`config.mk`:
```
export PLATFORM = sky130hd
export DESIGN_NAME = vga_stream_out
export DESIGN_NICKNAME = d
export VERILOG_FILES = /design/src/rtl/vga_pkg.sv /design/src/rtl/vga_timing.sv /design/src/rtl/vga_stream_out.sv
export SDC_FILE = /design/constraint.sdc
export NUM_CORES = 1
export LEC_CHECK = 0
export CAP_MARGIN = 25
export CELL_PAD_IN_SITES_DETAIL_PLACEMENT = 0
export CELL_PAD_IN_SITES_GLOBAL_PLACEMENT = 1
export CORE_AREA = 3 3 133 135
export DETAILED_ROUTE_END_ITERATION = 8
export DIE_AREA = 0 0 136 138
export DONT_BUFFER_PORTS = 1
export PLACE_DENSITY_LB_ADDON = 0.3
export SKIP_LAST_GASP = 1
export SYNTH_ARGS = -nofsm -noshare
export SYNTH_HDL_FRONTEND = slang
export SYNTH_SLANG_ARGS = --single-unit
```
`constraint.sdc`:
```
create_clock -name clk -period 2.7 [get_ports clk]
set_input_delay 0.27 -clock clk [delete_from_list [all_inputs] [get_ports clk]]
set_output_delay 0.27 -clock clk [all_outputs]
set_load 0.02 [all_outputs]
```
`src/rtl/vga_pkg.sv`:
```
// vga_pkg: shared types, timing defaults and helpers for the VGA output stage.
//   pixel_t  - packed 24-bit pixel {r, g, b}
//   state_t  - stream alignment states
//   DEF_*    - 640x480@60 timing defaults
//   total()  - segment sum giving the total length of a line or frame
package vga_pkg;

   typedef struct packed {
      logic [7:0] r;
      logic [7:0] g;
      logic [7:0] b;
   } pixel_t;

   typedef enum logic [1:0] {
      WAIT_SOF = 2'd0,
      ARMED    = 2'd1,
      RUN      = 2'd2
   } state_t;

   localparam int CNT_W        = 16;

   localparam int DEF_H_SYNC   = 96;
   localparam int DEF_H_BACK   = 48;
   localparam int DEF_H_ACTIVE = 640;
   localparam int DEF_H_FRONT  = 16;
   localparam int DEF_V_SYNC   = 2;
   localparam int DEF_V_BACK   = 33;
   localparam int DEF_V_ACTIVE = 480;
   localparam int DEF_V_FRONT  = 10;

   function automatic int total(input int sync, input int back, input int active,
                                input int front);
      return sync + back + active + front;
   endfunction

endpackage

```
`src/rtl/vga_timing.sv`:
```
// vga_timing: raster counters and combinational position flags.
// Segment order in both dimensions is sync, back porch, active, front porch.
// Optional feature macro: VGA_TEST_PATTERN_EN (adds the colour-bar index output).
// Ports:
//   clk, rst_n - pixel clock, asynchronous active-low reset
//   hsync_n    - 0 while hcnt is inside the hsync pulse
//   vsync_n    - 0 while vcnt is inside the vsync pulse
//   active     - counters are inside the visible region
//   first      - counters are at the first visible pixel of the frame
//   bar        - colour-bar index of the current column (pattern builds only)
module vga_timing
   import vga_pkg::*;
#(
   parameter int H_SYNC   = DEF_H_SYNC,
   parameter int H_BACK   = DEF_H_BACK,
   parameter int H_ACTIVE = DEF_H_ACTIVE,
   parameter int H_FRONT  = DEF_H_FRONT,
   parameter int V_SYNC   = DEF_V_SYNC,
   parameter int V_BACK   = DEF_V_BACK,
   parameter int V_ACTIVE = DEF_V_ACTIVE,
   parameter int V_FRONT  = DEF_V_FRONT
)(
   input  logic       clk,
   input  logic       rst_n,
   output logic       hsync_n,
   output logic       vsync_n,
   output logic       active,
`ifdef VGA_TEST_PATTERN_EN
   output logic [2:0] bar,
`endif
   output logic       first
);

   localparam logic [CNT_W-1:0] H_LAST    = 16'(total(H_SYNC, H_BACK, H_ACTIVE, H_FRONT) - 1);
   localparam logic [CNT_W-1:0] V_LAST    = 16'(total(V_SYNC, V_BACK, V_ACTIVE, V_FRONT) - 1);
   localparam logic [CNT_W-1:0] H_SYNC_W  = 16'(H_SYNC);
   localparam logic [CNT_W-1:0] V_SYNC_W  = 16'(V_SYNC);
   localparam logic [CNT_W-1:0] H_ACT_BEG = 16'(H_SYNC + H_BACK);
   localparam logic [CNT_W-1:0] H_ACT_END = 16'(H_SYNC + H_BACK + H_ACTIVE);
   localparam logic [CNT_W-1:0] V_ACT_BEG = 16'(V_SYNC + V_BACK);
   localparam logic [CNT_W-1:0] V_ACT_END = 16'(V_SYNC + V_BACK + V_ACTIVE);

   logic [CNT_W-1:0] hcnt;
   logic [CNT_W-1:0] vcnt;
   logic             h_act;
   logic             v_act;

   always_ff @(posedge clk or negedge rst_n) begin
      if (!rst_n) begin
         hcnt <= '0;
         vcnt <= '0;
      end else if (hcnt == H_LAST) begin
         hcnt <= '0;
         vcnt <= (vcnt == V_LAST) ? '0 : vcnt + 16'd1;
      end else begin
         hcnt <= hcnt + 16'd1;
      end
   end

   assign h_act   = (hcnt >= H_ACT_BEG) && (hcnt < H_ACT_END);
   assign v_act   = (vcnt >= V_ACT_BEG) && (vcnt < V_ACT_END);
   assign active  = h_act && v_act;
   assign first   = (hcnt == H_ACT_BEG) && (vcnt == V_ACT_BEG);
   assign hsync_n = (hcnt >= H_SYNC_W);
   assign vsync_n = (vcnt >= V_SYNC_W);

`ifdef VGA_TEST_PATTERN_EN
   localparam logic [CNT_W-1:0] BAR_W = 16'(H_ACTIVE / 8);
   // Only meaningful inside the active region; the caller masks it elsewhere.
   assign bar = 3'((hcnt - H_ACT_BEG) / BAR_W);
`endif

endmodule

```
`src/rtl/vga_stream_out.sv`:
```
// vga_stream_out: VGA output stage. Generates raster timing, aligns an upstream
// valid/ready pixel stream (with start-of-frame marker) to the first visible
// pixel, and re-locks on the next SOF after an underflow.
// Optional feature macro: VGA_TEST_PATTERN_EN (adds pattern_sel, colour bars).
// Ports:
//   clk, rst_n            - pixel clock, asynchronous active-low reset
//   pattern_sel           - show colour bars, stall stream (pattern builds only)
//   in_valid/in_ready     - upstream handshake, transfer on both high at posedge
//   in_data, in_sof       - pixel {r,g,b} and start-of-frame marker
//   r, g, b, hsync, vsync - registered VGA outputs (syncs active low)
//   de, frame_start       - visible pixel, first visible pixel of a frame
//   locked                - stream aligned to the raster
//   underflow_cnt         - saturating underflow event count
//
// state    | meaning
// ---------+----------------------------------------------------------------
// WAIT_SOF | dropping pixels until one carries in_sof (that one is kept)
// ARMED    | SOF pixel held upstream, waiting for the first visible position
// RUN      | one pixel consumed per visible position
module vga_stream_out
   import vga_pkg::*;
#(
   parameter int H_SYNC   = DEF_H_SYNC,
   parameter int H_BACK   = DEF_H_BACK,
   parameter int H_ACTIVE = DEF_H_ACTIVE,
   parameter int H_FRONT  = DEF_H_FRONT,
   parameter int V_SYNC   = DEF_V_SYNC,
   parameter int V_BACK   = DEF_V_BACK,
   parameter int V_ACTIVE = DEF_V_ACTIVE,
   parameter int V_FRONT  = DEF_V_FRONT
)(
   input  logic        clk,
   input  logic        rst_n,
`ifdef VGA_TEST_PATTERN_EN
   input  logic        pattern_sel,
`endif
   input  logic        in_valid,
   output logic        in_ready,
   input  logic [23:0] in_data,
   input  logic        in_sof,
   output logic [7:0]  r,
   output logic [7:0]  g,
   output logic [7:0]  b,
   output logic        hsync,
   output logic        vsync,
   output logic        de,
   output logic        frame_start,
   output logic        locked,
   output logic [15:0] underflow_cnt
);

   state_t state_q;
   state_t state_d;
   pixel_t pix_d;
   pixel_t pix_q;
   logic   take;
   logic   uf;
   logic   hsync_n;
   logic   vsync_n;
   logic   active;
   logic   first;
`ifdef VGA_TEST_PATTERN_EN
   logic [2:0] bar;
`endif

   vga_timing #(
      .H_SYNC   (H_SYNC),
      .H_BACK   (H_BACK),
      .H_ACTIVE (H_ACTIVE),
      .H_FRONT  (H_FRONT),
      .V_SYNC   (V_SYNC),
      .V_BACK   (V_BACK),
      .V_ACTIVE (V_ACTIVE),
      .V_FRONT  (V_FRONT)
   ) u_timing (
      .clk     (clk),
      .rst_n   (rst_n),
      .hsync_n (hsync_n),
      .vsync_n (vsync_n),
      .active  (active),
`ifdef VGA_TEST_PATTERN_EN
      .bar     (bar),
`endif
      .first   (first)
   );

   always_comb begin
      state_d  = state_q;
      in_ready = 1'b0;
      take     = 1'b0;
      uf       = 1'b0;
      pix_d    = '0;

      case (state_q)
         WAIT_SOF: begin
            // Accept and drop everything except the SOF pixel, which stays upstream.
            in_ready = !(in_valid && in_sof);
            if (in_valid && in_sof) state_d = ARMED;
         end
         ARMED: begin
            // The first visible position behaves like a RUN cycle.
            if (first) begin
               in_ready = 1'b1;
               if (in_valid) begin
                  take    = 1'b1;
                  state_d = RUN;
               end else begin
                  uf      = 1'b1;
                  state_d = WAIT_SOF;
               end
            end
         end
         RUN: begin
            if (active) begin
               if (!in_valid) begin
                  in_ready = 1'b1;
                  uf       = 1'b1;
                  state_d  = WAIT_SOF;
               end else if (in_sof && !first) begin
                  // Early SOF: leave it upstream and wait for the raster to catch up.
                  state_d = ARMED;
               end else begin
                  // A missing SOF on the first pixel is tolerated: the stream owns framing.
                  in_ready = 1'b1;
                  take     = 1'b1;
               end
            end
         end
         default: state_d = WAIT_SOF;
      endcase

      if (take) pix_d = pixel_t'(in_data);

`ifdef VGA_TEST_PATTERN_EN
      if (pattern_sel) begin
         state_d  = state_q;
         in_ready = 1'b0;
         take     = 1'b0;
         uf       = 1'b0;
         pix_d    = '0;
         if (active) begin
            pix_d.r = {8{bar[2]}};
            pix_d.g = {8{bar[1]}};
            pix_d.b = {8{bar[0]}};
         end
      end
`endif
   end

   always_ff @(posedge clk or negedge rst_n) begin
      if (!rst_n) begin
         state_q       <= WAIT_SOF;
         pix_q         <= '0;
         hsync         <= 1'b0;
         vsync         <= 1'b0;
         de            <= 1'b0;
         frame_start   <= 1'b0;
         locked        <= 1'b0;
         underflow_cnt <= '0;
      end else begin
         state_q     <= state_d;
         pix_q       <= pix_d;
         hsync       <= hsync_n;
         vsync       <= vsync_n;
         de          <= active;
         frame_start <= first;
         // Taken from the next state so lock lines up with the pixel it covers.
         locked      <= (state_d == RUN);
         if (uf && (underflow_cnt != 16'hFFFF)) underflow_cnt <= underflow_cnt + 16'd1;
      end
   end

   assign r = pix_q.r;
   assign g = pix_q.g;
   assign b = pix_q.b;

endmodule
```
==> impl_metrics.py <==
metrics = {
    "yosys": {
        "synth_area_leaders": "dfrtp_1 52%, xor2_1 5.7%, and3_1 5.1%, ha_1 3.3%, xnor2_1 3.2%",
        "synth-main-ff-cell": "dfrtp_1",
        "muxShareOfSynthArea_pct": 0.9521,
        "synth_commonest_cells": "79 x dfrtp_1, 31 x and3_1, 31 x nand2_1, 29 x nor2_1, 25 x xor2_1",
        "synth_warnings": 0,
        "synth-adder-area-share_pct": 3.283,
        "synth-seq-area-share_pct": 51.87,
        "synth-compound-area-share_pct": 5.384,
        "yosysMostFrequentCell": "dfrtp_1",
        "synth_edf_count": 0,
        "synth_nets": 392,
        "yosys.cell_types.count": 53,
        "yosysTopAreaCell": "dfrtp_1",
        "synth-simple-area-share_pct": 26.99,
        "syn_area_um2": 3811,
        "yosysTopAreaCellShare_pct": 51.87,
        "synth_cells": 354,
        "syn_area_per_cell_um2": 10.77,
        "synth_top_family_by_area": "simple AND/OR/NAND/NOR gates",
        "yosys.area_share.xor_xnor_pct": 8.963,
        "ys_async_sr_fraction_pct": 100.0,
        "ys_seq_elements": 79,
    },
    "critical_path": {
        "startpoint_type": "register",
        "path_depth": 7,
        "end_kind": "output pin",
        "r2r_setup_slack_ns": 0.18,
        "crit_family": "simple AND/OR/NAND/NOR gates",
        "timing.rr.start": "u_timing.vcnt[1]",
        "path_class": "reg -> out",
        "crit_path_end": "in_ready",
        "r2r-end": "locked",
        "ff2ff_path_depth": 9,
        "critPathSlowestCell": "dfrtp_1",
        "slowest_delay_ns": 0.44,
        "crit_path_max_fanout": 8,
        "cp_num_buf_inv": 1,
        "crit_path_start": "u_timing.vcnt[1]",
        "worstPathRequired_ns": 2.43,
        "arrival_ns": 2.32,
        "cp_cell_sequence": "ha_4 -> nor4bb_1 -> nand4_1 -> nor4_4 -> a22oi_1 -> a21oi_2 -> buf_4",
    },
    "clock_tree": {
        "clkTransAtPathRegs_ns": 0.06,
        "cts_tree": "yes",
        "numCtsBuffers": 9,
        "cts_num_sinks": 79,
        "clk_path_buf_depth": 2,
        "clkLatencyLatePin_ns": 0.34,
        "clock-root-buffer": "clkbuf_16",
        "htreeDepth": 3,
    },
    "route": {
        "drt_iter0_drc": 114,
        "detail_route.vias_per_cell": 4.456,
        "wirelength_um": 8707,
        "drc": 0,
        "wire_per_inst_um": 14.61,
        "dr.pass1.iters": 4,
        "vias": 2656,
        "drtAntennaViolNets": 0,
    },
    "placed_design": {
        "portBuffers": 0,
        "gp_congestion": 0.7794,
        "place_area_um2": 4116,
        "dp_slack_ns": 0.1183,
        "dpl.hpwl_um": 6158,
        "placed_cells": 574,
    },
    "final_layout": {
        "diodes": 0,
        "fin_util_pct": 27.12,
        "syn2layout_area_growth_pct": 17.99,
        "final_cell_area_um2": 4497,
        "n_fill_cell": 1741,
        "fin_cells": 596,
        "nNetsFinal": 409,
        "layout-drive-gt1-share_pct": 15.43,
    },
    "timing": {
        "finClkSkew_ns": 0.004917,
        "worst_pin_slew_ns": 0.7216,
        "drv_slew": 0,
        "fmax_mhz": 386.1,
        "finalSetupViolCount": 0,
        "hold_violations": 0,
        "period_minus_slack_ns": 2.590,
        "post-route-period-util_pct": 95.92,
        "timing.final.ws_setup_ns": 0.1103,
        "slew_headroom_pct": 51.61,
        "rsz0062_at_grt": "true",
    },
    "floorplan": {
        "start_util_pct": 22.98,
        "core-area_um2": 16580,
        "fp-row-count": 47,
        "die_x_um": 136,
        "fp.dieH_um": 138,
        "die_area_um2": 18770,
        "ios": 74,
    },
    "global_routing": {
        "antenna_found_initial": 0,
        "grt_first_pass_wirelength_um": 14680,
        "grt_pass1_vias": 2752,
        "grt_overflow": 0,
        "grt_max_degree": 80,
        "gr-usage-all-layers_pct": 9.878,
    },
    "min_path": {
        "worstHoldPathType": "in -> reg",
        "whs_path_depth": 1,
    },
    "flow_run": {
        "maxCapViolCount": 0,
    },
    "power": {
        "ir_drop_mv": 0.4057,
        "p_leak_nw": 2.122,
        "power_density_nw_per_um2": 566.9,
    },
    "run_status": {
        "outcome": "complete, no violations",
    },
}
## routing by layer
metal	up-vias	track usage [%]	wire, µm
li1	1296	-	-
met1	1282	12.06	4014
met2	74	15.12	3983
met5	-	0	0
met4	0	2.865	77
met3	4	5.269	631
## cells in the final DEF, fill, tap and decap left out, types with 2 or more instances in the layout
cell | netlist | routed
xor2_1 | 25 | 25
nand2b_1 | 3 | 3
o31ai_1 | 2 | 2
nor4bb_1 | 3 | 3
nand2_1 | 31 | 31
nand3_2 | 2 | 2
clkbuf_16 | 0 | 9
inv_1 | 10 | 10
nor2b_1 | 3 | 3
or2_2 | 2 | 2
a21boi_2 | 2 | 2
inv_6 | 0 | 2
nand4_1 | 19 | 19
and2_1 | 2 | 2
clkinv_2 | 0 | 2
nor3_1 | 11 | 11
o21ai_0 | 8 | 8
a2111o_1 | 2 | 2
ha_1 | 10 | 9
dfrtp_1 | 79 | 79
nor2_1 | 29 | 29
or4_1 | 2 | 2
nand3_1 | 16 | 16
xnor2_1 | 14 | 14
and3_1 | 31 | 31
nor4_4 | 4 | 4
buf_4 | 0 | 16
nor4_1 | 4 | 3
nand3b_1 | 2 | 2
## sequential cells by signal, summed over array words and instances, names as in the netlist
name	flops
u_timing.hcnt	16
u_timing.vcnt	16
underflow_cnt	16
b	8
g	8
r	8
state_q	2
de	1
frame_start	1
hsync	1
locked	1
vsync	1
## per-stage QoR
| stage | total power, mW | hold WS (ns) | setup TNS (ns) |
|---|---|---|---|
| finish | 2.549 | 0.08360 | 0 |
| global route | 2.686 | 0.06137 | -0.03996 |
| CTS | 2.588 | 0.06151 | 0 |
| detailed placement | 1.384 | -0.01747 | 0 |
| global placement | 1.379 | -0.01855 | 0 |
| floorplan | 1.340 | -0.02559 | 0 |
## repair_timing
| item | 4_1_cts | 5_1_grt |
|---|---|---|
| pin swaps | 2 | 1 |
| hold buffers | 2 | 0 |
| hold endpoints to repair | 79 | 0 |
| setup endpoints to repair | 1 | 33 |
| buffers inserted | 3 | 1 |
| gates resized for setup | 1 | 5 |
## layout make-up
type                            count  area (µm²)  area share [%]
Multi-Input combinational cell    253        1767           39.29
Timing Repair Buffer               18       157.7           3.506
Clock buffer                       10       239.0           5.314
Tap cell                          220       275.3           6.121
Clock inverter                      6       43.79          0.9738
Inverter                           10       37.54          0.8347
Sequential cell                    79        1977           43.96
## worst min-delay path by stage
stage,endpoint,slack (ns),from
6_report,b[2],0.08,in_data[2]
5_1_grt,b[0],0.06,in_data[0]
4_1_cts,g[1],0.06,in_data[9]
3_5_place_dp,hsync,-0.02,rst_n
3_3_place_gp,hsync,-0.02,rst_n
2_1_floorplan,b[0],-0.03,rst_n
## power by group
| part | leakage [nW] | internal [mW] | total, mW | switching [mW] |
|---|---|---|---|---|
| registers | 1.08 | 1.19 | 1.20 | 0.0115 |
| logic | 0.900 | 0.0706 | 0.197 | 0.126 |
| clock network | 0.139 | 0.652 | 1.15 | 0.497 |
## logic make-up (layout without fill, tap and decap cells)
logic type,Yosys count,in the layout
AND/OR/NAND/NOR,174,174
flip-flops,79,79
XOR/XNOR,39,39
AO/OA/AOI/OAI,27,27
buffers and inverters,22,44
adder cells (fa/ha/maj),10,10
multiplexers,3,3
Note: power is estimated with default switching activity, not from simulation.
